==> config.mk <==
export PLATFORM = sky130hd
export DESIGN_NAME = mips_multicycle_control
export DESIGN_NICKNAME = d
export VERILOG_FILES = /design/src/rtl/mips_multicycle_control.sv
export SDC_FILE = /design/constraint.sdc
export NUM_CORES = 1
export LEC_CHECK = 0
export CAP_MARGIN = 5
export CORE_ASPECT_RATIO = 1.5
export CORE_UTILIZATION = 53
export CTS_BUF_LIST = sky130_fd_sc_hd__clkbuf_16
export CTS_CLUSTER_DIAMETER = 120
export DETAILED_ROUTE_END_ITERATION = 12
export GPL_TIMING_DRIVEN = 0
export PLACE_DENSITY = 0.87
export SETUP_SLACK_MARGIN = 0.3
export SLEW_MARGIN = 20
export SYNTH_ARGS = -nofsm -noshare
export SYNTH_HDL_FRONTEND = slang
export SYNTH_SLANG_ARGS = --single-unit
==> constraint.sdc <==
create_clock -name clk -period 3.39 [get_ports clk]
set_input_delay 0.678 -clock clk [delete_from_list [all_inputs] [get_ports clk]]
set_output_delay 0.678 -clock clk [all_outputs]
set_load 0.02 [all_outputs]
==> src/rtl/mips_multicycle_control.sv <==
// Multicycle MIPS main control FSM with memory-wait timeout.
// Drives datapath selects/enables; PC-on-branch gating on zero is external.
module mips_multicycle_control #(
  parameter int MEM_TIMEOUT = 15
) (
  input  logic       clk,
  input  logic       rst,
  input  logic [5:0] opcode,
  input  logic       mem_ready,
  input  logic       zero,
  output logic       pc_write,
  output logic       pc_write_cond,
  output logic       ir_write,
  output logic       reg_write,
  output logic       mem_req,
  output logic       mem_we,
  output logic       i_or_d,
  output logic       reg_dst,
  output logic       mem_to_reg,
  output logic       alu_src_a,
  output logic [1:0] alu_src_b,
  output logic [1:0] alu_op,
  output logic [1:0] pc_src,
  output logic       ext_sel,
  output logic [3:0] state,
  output logic       illegal_op,
  output logic       mem_err
);

  localparam int CW = $clog2(MEM_TIMEOUT + 1);
  localparam logic [CW-1:0] LAST = CW'(MEM_TIMEOUT - 1);

  localparam logic [5:0] OP_R    = 6'b000000;
  localparam logic [5:0] OP_J    = 6'b000010;
  localparam logic [5:0] OP_BEQ  = 6'b000100;
  localparam logic [5:0] OP_ADDI = 6'b001000;
  localparam logic [5:0] OP_ANDI = 6'b001100;
  localparam logic [5:0] OP_ORI  = 6'b001101;
  localparam logic [5:0] OP_LW   = 6'b100011;
  localparam logic [5:0] OP_SW   = 6'b101011;

  typedef enum logic [3:0] {
    FETCH  = 4'd0,
    DECODE = 4'd1,
    MEMADR = 4'd2,
    MEMRD  = 4'd3,
    MEMWB  = 4'd4,
    MEMWR  = 4'd5,
    REX    = 4'd6,
    RWB    = 4'd7,
    BEQ    = 4'd8,
    IEX    = 4'd9,
    IWB    = 4'd10,
    JMP    = 4'd11
  } state_t;

  state_t        cur, nxt;
  logic [5:0]    op_q;
  logic [CW-1:0] wait_cnt;
  logic          err_q, ill_q;
  logic          dec_ill, waiting, timeout;
  logic [1:0]    imm_aop;
  logic          imm_ext;
  logic          zero_unused;

  // Branch qualification by zero is done outside this block.
  assign zero_unused = zero;

  assign imm_aop = (op_q == OP_ORI)  ? 2'b11 :
                   (op_q == OP_ANDI) ? 2'b10 : 2'b00;
  assign imm_ext = (op_q == OP_ADDI);

  always_comb begin
    nxt           = cur;
    pc_write      = 1'b0;
    pc_write_cond = 1'b0;
    ir_write      = 1'b0;
    reg_write     = 1'b0;
    mem_req       = 1'b0;
    mem_we        = 1'b0;
    i_or_d        = 1'b0;
    reg_dst       = 1'b0;
    mem_to_reg    = 1'b0;
    alu_src_a     = 1'b0;
    alu_src_b     = 2'b00;
    alu_op        = 2'b00;
    pc_src        = 2'b00;
    ext_sel       = 1'b1;
    dec_ill       = 1'b0;
    waiting       = 1'b0;
    timeout       = 1'b0;
    if (rst) begin
      ext_sel = 1'b0;
    end else if (!err_q) begin
      // The cycle after a timeout is an idle FETCH bubble.
      case (cur)
        FETCH: begin
          mem_req   = 1'b1;
          alu_src_b = 2'b01;
          if (mem_ready) begin
            ir_write = 1'b1;
            pc_write = 1'b1;
            nxt      = DECODE;
          end
        end
        DECODE: begin
          alu_src_b = 2'b11;
          unique case (1'b1)
            (opcode == OP_LW) || (opcode == OP_SW): nxt = MEMADR;
            (opcode == OP_R): nxt = REX;
            (opcode == OP_BEQ): nxt = BEQ;
            (opcode == OP_ADDI) || (opcode == OP_ANDI) ||
            (opcode == OP_ORI): nxt = IEX;
            (opcode == OP_J): nxt = JMP;
            default: begin
              nxt     = FETCH;
              dec_ill = 1'b1;
            end
          endcase
        end
        MEMADR: begin
          alu_src_a = 1'b1;
          alu_src_b = 2'b10;
          nxt       = (op_q == OP_SW) ? MEMWR : MEMRD;
        end
        MEMRD: begin
          mem_req = 1'b1;
          i_or_d  = 1'b1;
          if (mem_ready) nxt = MEMWB;
        end
        MEMWB: begin
          reg_write  = 1'b1;
          mem_to_reg = 1'b1;
          nxt        = FETCH;
        end
        MEMWR: begin
          mem_req = 1'b1;
          mem_we  = 1'b1;
          i_or_d  = 1'b1;
          if (mem_ready) nxt = FETCH;
        end
        REX: begin
          alu_src_a = 1'b1;
          alu_op    = 2'b10;
          nxt       = RWB;
        end
        RWB: begin
          reg_write = 1'b1;
          reg_dst   = 1'b1;
          nxt       = FETCH;
        end
        BEQ: begin
          alu_src_a     = 1'b1;
          alu_op        = 2'b01;
          pc_src        = 2'b01;
          pc_write_cond = 1'b1;
          nxt           = FETCH;
        end
        IEX: begin
          alu_src_a = 1'b1;
          alu_src_b = 2'b10;
          alu_op    = imm_aop;
          ext_sel   = imm_ext;
          nxt       = IWB;
        end
        IWB: begin
          reg_write = 1'b1;
          alu_op    = imm_aop;
          ext_sel   = imm_ext;
          nxt       = FETCH;
        end
        JMP: begin
          pc_write = 1'b1;
          pc_src   = 2'b10;
          nxt      = FETCH;
        end
        default: nxt = FETCH;
      endcase
      waiting = mem_req & ~mem_ready;
      timeout = waiting && (wait_cnt == LAST);
      if (timeout) nxt = FETCH;
    end
  end

  always_ff @(posedge clk or posedge rst) begin
    if (rst) begin
      cur      <= FETCH;
      op_q     <= '0;
      wait_cnt <= '0;
      err_q    <= 1'b0;
      ill_q    <= 1'b0;
    end else begin
      cur   <= nxt;
      err_q <= timeout;
      ill_q <= dec_ill;
      if (cur == DECODE) op_q <= opcode;
      if ((nxt != cur) || timeout) wait_cnt <= '0;
      else if (waiting) wait_cnt <= wait_cnt + 1'b1;
    end
  end

  assign state      = cur;
  assign illegal_op = ill_q;
  assign mem_err    = err_q;

endmodule

# Word level (Yosys, flattened, before mapping)
# Cells that the tools add are included.
totals:
  ff_bits: 16
  latchBits: 0
  mem_bits_rw: 0
  mem_bits_ro: 0
  in_bits: 10
  out_inout_bits: 23
  wordCells: 113
  memories: 0
classes:
  addsub: 1
  n_mul: 0
  div_mod_pow: 0
  magnitude_cmp: 0
  n_eq_ne: 24
  shifts: 0
  n_mux: 66
  bitwise_logic: 2
  n_reduce_logical: 15
ops:
  columns: ["operator", "n"]
  rows:
  - ["$mux 1", 43]
  - ["$eq 6x4->1 const B", 6]
  - ["$mux 4", 8]
  - ["$pmux 4 s7", 1]
  - ["$eq 4x4->1 const B", 5]
  - ["$pmux 4 s5", 1]
  - ["$eq 6x6->1 const B", 3]
  - ["$eq 4x3->1 const B", 4]
  - ["$mux 2", 8]
  - ["$pmux 2 s3", 2]
  - ["$eq 4x2->1 const B", 2]
  - ["$eq 6x2->1 const B", 1]
  - ["$eq 6x3->1 const B", 1]
  - ["$logic_not 6->1", 1]
  - ["$reduce_or 2->1", 3]
  - ["$reduce_or 3->1", 2]
  - ["$reduce_or 5->1", 1]
  - ["$add 4x1->4 const B", 1]
  - ["$eq 4x1->1 const B", 1]
  - ["$logic_not 4->1", 1]
  - ["$logic_or 1x1->1", 4]
  - ["$ne 4x4->1", 1]
  - ["$pmux 2 s2", 1]
  - ["$reduce_or 4->1", 1]
  - ["other kinds (6)", 6]

# Depth between registers and ports, before layout
logic_depth:
  ltp_word: 13
  mapped_depth: 8
  mapped_depth_nobuf: 8

# Least setup slack after synthesis
# Ideal clock, no wire load.
synth_path:
  path_type: "input-to-output"
  from: "in rst"
  to: "out pc_src[0]"
  arrival_ns: 2.142
  t_required_ns: 2.712
  slack_ns: 0.570
  path_stages: 4
  n_path_buf: 2
  path_cell_list: "or2_2 -> clkbuf_1 -> nor4_1 -> buf_4"
synth_via:
  elab_chain_len: 1
synth_lines:
  columns: ["element", "line_no", "source"]
  rows:
  - ["start: declaration", "7", "input logic rst,"]
  - ["$mux 2", "92", "if (rst) begin"]
  - ["end: declaration", "23", "output logic [1:0] pc_src,"]
# No other way between the ends.

# Final worst setup path
layout_path:
  from: "reg cur[1], in the netlist state[1]"
  to: "out ext_sel"
layout_via:
  elab_chain_len: 5
  word_cells_on_any_way: 6
  cone_classes: "eq/ne: 2; mux: 3; reduce/logical: 1"
layout_lines:
  columns: ["element", "line_no", "source"]
  rows:
  - ["start: declaration", "57", "state_t cur, nxt;"]
  - ["start signal: assignment", "193", "cur <= nxt;"]
  - ["$eq 4x4->1", "96", "case (cur)"]
  - ["$reduce_or 2->1 (no source line) (*)", null, null]
  - ["$mux 1 (*)", "96", null]
  - ["$mux 1 (*)", "94", "end else if (!err_q) begin"]
  - ["$mux 1 (*)", "92", null]
  - ["end: declaration", "24", "output logic ext_sel,"]
# Mark *: on every way between the ends. The rest lies on a longest branch, timed or not.

==> summary.txt <==
Outcome
  • Status: completed

Routing
  • DR DRC count: 0
  • Final wirelength: 3690 um
  • ANT nets after route: 0
  • 1st-pass router iterations: 4
  • Via-to-Cell Ratio: 6.29
  • Vias: about 1400
  • Routed WL per cell: roughly 17 um
  • Initial DRC Count: 45

Logic synthesis
  • Cells after Synth: 160
  • Post-synth EDFFs: 0
  • Main flop type after synthesis: dfrtp_1
  • Most frequent cell after synthesis: nor2_1
  • Yosys cell types: 48
  • Post-synthesis sequential area ratio: 30.1%
  • Leading area contributor after synthesis: dfrtp_1
  • Most frequent cells after synthesis: 22 x nor2_1, 16 x dfrtp_1, 11 x nand2_1
  • Synth top area share: 30.1%
  • Yosys warns: 0
  • Async set-reset flop share out of synthesis: 100%
  • Cell Area, Synth: 0.00133 mm2
  • Syn Area/Cell: between 8 and 9 um2
  • Top cells by area, synth: dfrtp_1 30%, nor2_1 6.2%, mux2_2 5.1%
  • Yosys reg bits: 16
  • Syn nets: between 150 and 200

STA
  • Relative slew slack: a little under three fifths
  • Max-slew violations: 0
  • Fmax achieved: approximately 350 MHz
  • Tmin final: slightly below 3 ns
  • Final setup TNS: 0 ns
  • Final Cycle Share: 85.2%
  • Setup WS post-layout: 0.503 ns
  • Worst slew pin tran: about 0.64 ns
  • Final setup viols: 0
  • Final hold violation count: 0
  • Clock Skew: between 0.0015 and 0.002 ns
  • RSZ-0062 raised after global routing: false

Clock tree
  • H-tree Lvls: 1
  • Worst-path clk slew: roughly 0.050 ns
  • Clock root cell: clkbuf_16
  • Cts bufs inserted: 3
  • CTS tree: yes
  • CTS Hold Bufs: 0
  • Clock sinks: 16
  • Clk buf depth: 2
  • Skew-Pair Late Insertion Delay: 0.25 ns

Worst hold path
  • Min-delay src: op_q[4]$_DFFE_PP0P_
  • Hold endpoint: op_q[4]$_DFFE_PP0P_
  • Hold Path Depth: 1
  • Min-delay worst type: reg -> reg

Setup path
  • Worst path top cell family by delay: simple AND/OR/NAND/NOR gates
  • Worst EP arrival: 2.21 ns
  • Reg-to-reg slack, setup: approximately 1.2 ns
  • CP Class: reg -> out
  • Req. time, crit path: approximately 2.7 ns
  • CP Buf/Inv Count: 1
  • CP cell instances: nand2b_1 -> and2_1 -> a2111oi_1 -> nor2_1 -> clkdlybuf4s50_1
  • Startpoint types: flop
  • Reg2Reg Depth: 7
  • Worst r2r src: state[3]$_DFF_PP0_
  • Crit-path slowest cell: clkdlybuf4s50_1
  • Crit-path max FO: 7
  • R2R Path End: wait_cnt[3]$_DFFE_PP0P_
  • Crit end category: primary output
  • Critical Path Max Stage Delay: roughly 0.55 ns

Floorplanning
  • Die width: ~43 um
  • Row Count: 21
  • Ports: 33
  • Die area: 0.00272 mm2
  • Core area: about 0.0023 mm2
  • Chip Height: ~63 um
  • Initial core utilization: between 50% and 60%

Global routing
  • GR Overflow Total: 0
  • GR Util All Layers: 30.6%
  • First-pass GRT wire length: approximately 6400 um
  • Number of global-route vias before repair: between 1000 and 1500
  • Largest net degree at the start of global routing: 17
  • Initial antenna violation count: 0

Finish
  • Share of layout cells above drive strength 1: between 10% and 20%
  • Area growth syn-to-layout: 31.7%
  • Nets@finish: 207
  • Fin cells: around 220
  • Inserted Diodes: 0

Place
  • Port Buf Inserts: 30
  • Inst Count DP: 213
  • Routability Congestion: between 0.9 and 1
  • Post-DP HPWL: between 2000 and 3000 um
  • Setup WS pre-CTS: -0.153 ns

Run
  • Max-cap violations: 0

Power
  • Leakage power: ~0.80 nW
  • VDD IR max: 509 uV
  • Cell Pwr Density: 699 mW/mm2
==> layout make-up <==
type / instances / area, um2
Buffer: 12 / 68.8
Clock buffer: 3 / 75.1
Clock inverter: 1 / 3.75
Fill cell: 169 / 559
Inverter: 6 / 22.5
Multi-Input combinational cell: 126 / 867
Sequential cell: 16 / 400
Tap cell: 23 / 28.8
Timing Repair Buffer: 30 / 287
==> worst max path at each step <==
stage | start | end | slack, ns | cells past startpoint
2_1_floorplan | rst | pc_src[0] | 0.57 | 4
3_3_place_gp | rst | alu_src_b[0] | -0.07 | 6
3_5_place_dp | rst | pc_src[0] | -0.15 | 6
4_1_cts | rst | mem_req | 0.27 | 5
5_1_grt | state[0]$_DFF_PP0_ | ext_sel | 0.33 | 5
6_report | state[1]$_DFF_PP0_ | ext_sel | 0.50 | 5
==> sequential cells by signal, summed over array words and instances, names as in the netlist <==
name and flops:
op_q 6, illegal_op 1, wait_cnt 4, state 4, mem_err 1
==> what timing repair did <==
action | in CTS | in global routing
setup buffers | 0 | 0
pin swaps | 1 | 0
gates resized for setup | 21 | 7
setup endpoints to repair | 16 | 15
endpoints found under the hold margin | 0 | 0
==> through the flow <==
stage | utilization [%] | cell area [um2] | hold WS (ns) | power, mW
2_1_floorplan | - | 1330 | 0.472 | 0.777
3_3_place_gp | 71.8 | 1660 | 0.481 | 0.962
3_5_place_dp | 71.8 | 1660 | 0.518 | 0.988
4_1_cts | 75.5 | 1750 | 0.529 | 1.21
5_1_grt | 75.8 | 1750 | 0.537 | 1.30
6_report | 75.8 | 1750 | 0.523 | 1.23
==> routing by layer <==
| layer | global-route usage (%) | vias to the layer above | wire, um |
|---|---|---|---|
| met3 | 2.58 | 15 | 133 |
| met5 | 0 | - | 0 |
| li1 | - | 648 | - |
| met2 | 53.6 | 56 | 2000 |
| met1 | 35.7 | 645 | 1410 |
| met4 | 16.0 | 0 | 138 |
==> report_power, final <==
group          internal, mW  total, mW  switching (mW)
Clock                 0.157      0.232          0.0755
Combinational         0.298      0.669           0.371
Sequential            0.255      0.325          0.0691
Total                 0.710       1.23           0.516
==> cell usage in the layout (no fill, tap or decap), drive strengths merged, types with 3 or more instances in the layout <==
cell type,Yosys,layout
dfrtp,16,16
nor4,4,4
buf,8,7
nor2b,4,4
clkbuf,4,9
nor2,22,22
nand3,5,5
inv,6,6
clkdlybuf4s50,0,17
o21ai,5,5
a21oi,3,3
xnor2,3,3
mux2,6,6
nand2,12,12
nor4b,3,3
a31oi,3,3
dlygate4sd2,0,10
nand2b,7,7
nor3,8,8
a211oi,3,3
a21o,5,5
o22a,4,4
==> cells by family (layout without fill, tap and decap cells) <==
kind of cell	count (synthesis)	in the layout	share of synthesized area, %
compound gates	33	33	19.3
simple gates	77	77	31.8
buf+inv	18	52	6.39
flops	16	16	30.1
xor+xnor	5	5	3.29
mux	7	7	5.83
fa+ha+maj	4	4	3.38
Note: power is estimated with default switching activity, not from simulation.
